$ cat config.mk
export PLATFORM = sky130hd
export DESIGN_NAME = io_debounce
export DESIGN_NICKNAME = d
export VERILOG_FILES = /design/src/rtl/io_debounce.sv
export SDC_FILE = /design/constraint.sdc
export NUM_CORES = 1
export LEC_CHECK = 0
export CORE_ASPECT_RATIO = 1.25
export CORE_MARGIN = 2
export CORE_UTILIZATION = 30
export DETAILED_ROUTE_END_ITERATION = 10
export SKIP_LAST_GASP = 1
export SYNTH_ARGS = -nofsm -noshare
export SYNTH_HDL_FRONTEND = slang
export SYNTH_SLANG_ARGS = --single-unit
$ cat constraint.sdc
create_clock -name i_clk -period 2.5 [get_ports i_clk]
set_input_delay 0.25 -clock i_clk [delete_from_list [all_inputs] [get_ports i_clk]]
set_output_delay 0.25 -clock i_clk [all_outputs]
set_load 0.03 [all_outputs]
$ cat src/rtl/io_debounce.sv
// Pin conditioning: 2-flop synchronisers, per-button STABLE/COUNT debouncers and press pulses.
// Define IO_SW_DEBOUNCE_EN to also debounce the 32 switch bits with the same filter.
//   state  | meaning
//   STABLE | synced input equals debounced level; counter held at 0
//   COUNT  | input differs; counting consecutive differing cycles up to DEB_CYCLES-1
module io_debounce #(
    parameter int DEB_CYCLES = 500000,
    parameter int CNT_W      = 20
) (
    input  logic        i_clk,
    input  logic        i_rst_n,
    input  logic [3:0]  i_btn_raw,
    input  logic [31:0] i_sw_raw,
    output logic [3:0]  o_io_btn,
    output logic [31:0] o_io_sw,
    output logic [3:0]  o_btn_press
);

    localparam int NB = 4;
    localparam int NS = 32;

    localparam logic [0:0] ST_STABLE = 1'b0;
    localparam logic [0:0] ST_COUNT  = 1'b1;

    localparam logic [CNT_W-1:0] CNT_LAST = CNT_W'(DEB_CYCLES - 1);
    localparam logic [CNT_W-1:0] CNT_ONE  = CNT_W'(1);

    typedef struct packed {
        logic [0:0]       st;
        logic [CNT_W-1:0] cnt;
        logic             deb;
    } deb_t;

    localparam deb_t DEB_RST = '{st: ST_STABLE, cnt: '0, deb: 1'b0};

    function automatic deb_t deb_next(input deb_t cur, input logic s);
        deb_t nxt;
        nxt = cur;
        if (cur.st == ST_STABLE) begin
            if (s != cur.deb) begin
                nxt.st  = ST_COUNT;
                nxt.cnt = CNT_ONE;
            end else begin
                nxt.cnt = '0;
            end
        end else if (s == cur.deb) begin
            nxt.st  = ST_STABLE;
            nxt.cnt = '0;
        end else if (cur.cnt == CNT_LAST) begin
            nxt.st  = ST_STABLE;
            nxt.cnt = '0;
            nxt.deb = ~cur.deb;
        end else begin
            nxt.cnt = cur.cnt + CNT_ONE;
        end
        return nxt;
    endfunction

    // Idle pin levels: keys are active-low so they rest high, switches rest low.
    logic [NB-1:0] btn_meta_q, btn_sync_q;
    logic [NS-1:0] sw_meta_q, sw_sync_q;

    always_ff @(posedge i_clk or negedge i_rst_n) begin
        if (!i_rst_n) begin
            btn_meta_q <= '1;
            btn_sync_q <= '1;
            sw_meta_q  <= '0;
            sw_sync_q  <= '0;
        end else begin
            btn_meta_q <= i_btn_raw;
            btn_sync_q <= btn_meta_q;
            sw_meta_q  <= i_sw_raw;
            sw_sync_q  <= sw_meta_q;
        end
    end

    logic [NB-1:0] btn_s;
    assign btn_s = ~btn_sync_q;

    deb_t          btn_q [NB];
    deb_t          btn_d [NB];
    logic [NB-1:0] press_q, press_d;

    always_comb begin
        press_d = '0;
        for (int i = 0; i < NB; i++) begin
            btn_d[i]   = deb_next(btn_q[i], btn_s[i]);
            press_d[i] = btn_d[i].deb & ~btn_q[i].deb;
        end
    end

    always_ff @(posedge i_clk or negedge i_rst_n) begin
        if (!i_rst_n) begin
            for (int i = 0; i < NB; i++) btn_q[i] <= DEB_RST;
            press_q <= '0;
        end else begin
            for (int i = 0; i < NB; i++) btn_q[i] <= btn_d[i];
            press_q <= press_d;
        end
    end

    always_comb begin
        o_io_btn = '0;
        for (int i = 0; i < NB; i++) o_io_btn[i] = btn_q[i].deb;
    end

    assign o_btn_press = press_q;

`ifdef IO_SW_DEBOUNCE_EN
    deb_t sw_q [NS];
    deb_t sw_d [NS];

    always_comb begin
        for (int i = 0; i < NS; i++) sw_d[i] = deb_next(sw_q[i], sw_sync_q[i]);
    end

    always_ff @(posedge i_clk or negedge i_rst_n) begin
        if (!i_rst_n) begin
            for (int i = 0; i < NS; i++) sw_q[i] <= DEB_RST;
        end else begin
            for (int i = 0; i < NS; i++) sw_q[i] <= sw_d[i];
        end
    end

    always_comb begin
        o_io_sw = '0;
        for (int i = 0; i < NS; i++) o_io_sw[i] = sw_q[i].deb;
    end
`else
    assign o_io_sw = sw_sync_q;
`endif

endmodule

After elaboration in Yosys (flattened, before gate mapping)
Cells that the tools add are included.
W data, S select, Z words.
{"block": "word_totals", "reg_bits": 164, "inputBits": 38, "output_inout_bits": 40}
{"block": "op_classes", "add_sub_neg": 4, "eq_ne": 12, "n_mux": 36, "n_bitwise": 9}
{"cell": "$mux W21", "n": 8}
{"cell": "$add A20 B1 Y20 const B", "n": 4}
{"cell": "$eq A20 B19 Y1 const B", "n": 4}
{"cell": "$mux W20", "n": 4}
{"cell": "$mux W1", "n": 24}
{"cell": "$and A1 B1 Y1", "n": 4}
{"cell": "$eq A1 B1 Y1", "n": 4}
{"cell": "$ne A1 B1 Y1", "n": 4}
{"cell": "$not A1 Y1", "n": 4}
{"cell": "$not A4 Y4", "n": 1}

Longest topological paths before layout
{"block": "logic_depth", "depth_word": 5, "mapped_depth": 7, "ltp_nobuf": 5}

Least setup slack after synthesis
OpenSTA, ideal clock, no wires.
{"block": "synth_timing", "kind": "register -> register", "start": "register, netlist name btn_q[72]", "end": "register, netlist name btn_q[81]", "setup_time_ps": 119, "arrival_ps": 1823, "t_required_ps": 2381, "path_slack_ps": 558, "path_stages_with_launch": 6, "n_path_buf": 1, "synth_period_minus_slack_ps": 1942, "cell_sequence": "dfrtp_1 or4b_1 or3_1 o21bai_4 buf_4 nor2_1"}

==> summary.md <==
| Metric | Value |
|---|---|
| Chip height | `between 150 and 200 um` |
| YS warnings | `0` |
| First-pass DRT Iterations | `4` |
| Ys async rst share | `1.00` |
| Layout area overhead | `27.5%` |
| Startpoint class of the critical path | `flop` |
| Status | `complete, no violations` |
| Area fraction in compound gates after synthesis | `0.0576` |
| Register bit total from synthesis | `about 160` |
| Crit path kind | `flop to flop` |
| Synth Area in XOR/XNOR | `0.0718` |
| Post-Synthesis Net Count | `about 570` |
| Mux cell area share after synthesis | `0.00473` |
| Most common cell after layout, fill and taps aside | `dfrtp_1` |
| ANT nets after route | `0` |
| Antenna violations before repair | `1` |
| Routed len/inst | `about 14 um` |
| Busiest grt layer | `met2` |
| Worst VDD drop | `approximately 460 uV` |
| Post-Route WL | `12.3 mm` |
| CP cell instances | `or4b_1, or3_1, o21bai_4, nor2_1` |
| Via count of the first global-routing pass | `~4400` |
| Max Slew Vio Count | `0` |
| Post-synthesis cell count | `530` |
| Setup Viol. Count Final | `0` |
| Met1 GRT Util | `0.138` |
| Sequential area share after synthesis | `0.648` |
| Clock transition at path regs | `0.07 ns` |
| Post-CTS Resized | `0` |
| Simple-Gate Fraction of Synth Area | `0.185` |
| Drt drc | `0` |
| M3 GR Usage | `0.0365` |
| Largest family of logic cells by synthesized area | `simple AND/OR/NAND/NOR gates` |
| CP max stage cell | `or4b_1` |
| # diodes | `0` |
| GRT met2 Usage | `0.196` |
| Mapped Area | `between 6000 and 7000 um^2` |
| Starting DRT DRC Count | `between 150 and 200` |
| Leak | `3.26 nW` |
| Mean post-synth cell area | `around 12 um^2` |
| Total global routing overflow | `0` |
| P per Cell Area | `roughly 720 nW/um^2` |
| Initial core utilization | `0.305` |
| Dpl ws | `approximately 0.41 ns` |
| Die area | `22300 um^2` |
| CTS tree | `done` |
| Fin crit share | `0.841` |
| Max Clk Rate | `approximately 480 MHz` |
| Fraction of layout cells with a size suffix above 1 | `0.0916` |
| Port Buffer Count | `77` |
| Buffer depth of the longest clock path | `2` |
| Placer Congestion | `slightly above 0.8` |
| Flop2flop setup slack | `roughly 0.40 ns` |
| Worst hold slack | `approximately 0.22 ns` |
| Tightest Pin Transition | `approximately 0.7 ns` |
| Worst hold start | `i_btn_raw[2]` |
| Slowest stage delay, CP | `about 0.54 ns` |
| Power consumption | `between 5 and 6 mW` |
| All-Layer GR Usage | `0.117` |
| Number of synthesized flops with an enable pin | `0` |
| Final hold vios | `0` |
| Vias per cell | `approximately 4.7` |
| First-pass GRT wire length | `about 21 mm` |
| RSZ-0062 raised after global routing | `false` |
| Worst R2R Start | `btn_q[72]` |
| Type of the worst min-delay path | `primary input to flop` |
| Critical Path AT | `approximately 2.4 ns` |
| IO Pins | `78` |
| Most frequent cells in the layout | `dfrtp_1, clkdlybuf4s50_1, nor2_1` |
| CTS buffer count | `17` |
| Clock latency on the worst-skew pair | `0.43 ns` |
| Skew final | `~0.0088 ns` |
| Yosys cell types | `40` |
| Rows | `59` |
| Max-Cap Viols | `0` |
| Crit Path Max Fanout | `17` |
| Hpwl dp | `8.37 mm` |
| Nets | `around 660` |
| Post-route setup slack | `0.398 ns` |
| Fin crit period | `around 2.1 ns` |
| Vias | `between 4000 and 5000` |
| Max_slew headroom | `0.521` |
| H-tree levels | `4` |
| Post-synth top flop | `dfrtp_1` |
| Largest net degree at the start of global routing | `79` |
| Setup TNS | `0 ns` |
| WP data required | `roughly 2.8 ns` |
| CORE AREA | `approximately 21000 um^2` |
| CP Launch Point | `btn_q[72]` |
| CTS root buf | `clkbuf_16` |
| Die W | `134 um` |
| CP endpoint kind | `flop` |
| Clock sinks | `164` |
| Synth Area in Adders | `0.00789` |
-- routing by layer --
layer  wire length (um)  share of wire  vias to the layer above
met5                  0              0                        -
met4                195          0.016                        0
met3                543          0.044                       20
met2               6180           0.50                       85
met1               5340           0.44                     2149
li1                   -              -                     2049
-- synthesized netlist by cell type, types with 9 or more instances --
cell type / count / area, um^2
a21oi_1: 25 / 125
and4_1: 11 / 96.3
dfrtp_1: 156 / 3900
inv_1: 18 / 67.6
nand2_1: 23 / 86.3
nand3_1: 23 / 115
nand4_1: 25 / 156
nor2_1: 59 / 221
nor3_1: 10 / 50.1
nor4_1: 9 / 56.3
o21ai_0: 17 / 85.1
o31ai_1: 9 / 67.6
or3_1: 16 / 100
or4_1: 14 / 105
xnor2_1: 19 / 166
xor2_1: 33 / 289
-- logic make-up (layout without fill, tap and decap cells) --
kind of cell               after synthesis  in the layout
xor gates and xnor gates                52             52
DFF                                    164            164
AOI/OAI and AO/OA                       60             60
adders and majority gates                4              4
muxes                                    3              3
and+or+nand+nor                        213            213
buffers and inverters                   34            137
-- stage by stage --
step	std cells	cell area (um^2)	util
finish	907	8090	0.389
global placement	874	7460	0.358
CTS	907	8090	0.389
global route	907	8090	0.389
detailed placement	874	7460	0.358
floorplan	530	6350	-
-- report_power, final --
group,internal (mW),switching (mW)
Clock,1.63,1.12
Combinational,0.124,0.161
Sequential,2.73,0.0289
Total,4.48,1.31
-- what timing repair did --
item	4_1_cts	5_1_grt
hold endpoints to repair	71	0
hold buffers	1	0
buffers inserted	0	0
-- worst paths after layout --
path                            endpoint  cells after the start
setup / recovery               btn_q[78]                      4
hold / removal             btn_meta_q[2]                      1
setup reg to reg               btn_q[78]                      4
hold reg to reg              o_io_sw[20]                      0
max in group asynchronous  btn_sync_q[1]                      3
min in group asynchronous  sw_meta_q[10]                      2
-- state kept, by name, summed over array words and instances, names as in the netlist --
name,count
btn_q,84
o_io_sw,32
sw_meta_q,32
btn_meta_q,4
btn_sync_q,4
o_btn_press,4
o_io_btn,4
-- layout make-up --
class / instances / area [um^2]
well taps: 274 / 343
flip-flops and latches: 164 / 4110
clock buffers: 18 / 439
clock inverters: 14 / 184
repair buffers: 87 / 875
inverters: 18 / 67.6
multi-input cells: 332 / 2070
fillers: 1975 / 12700
-- worst max-delay path: cells and delay by family (launching register included) --
kind,cells,cell delay [ns]
flops,1,0.45
simple gates,3,1.10
compound gates,1,0.41
(Power assumes the default switching activity.)
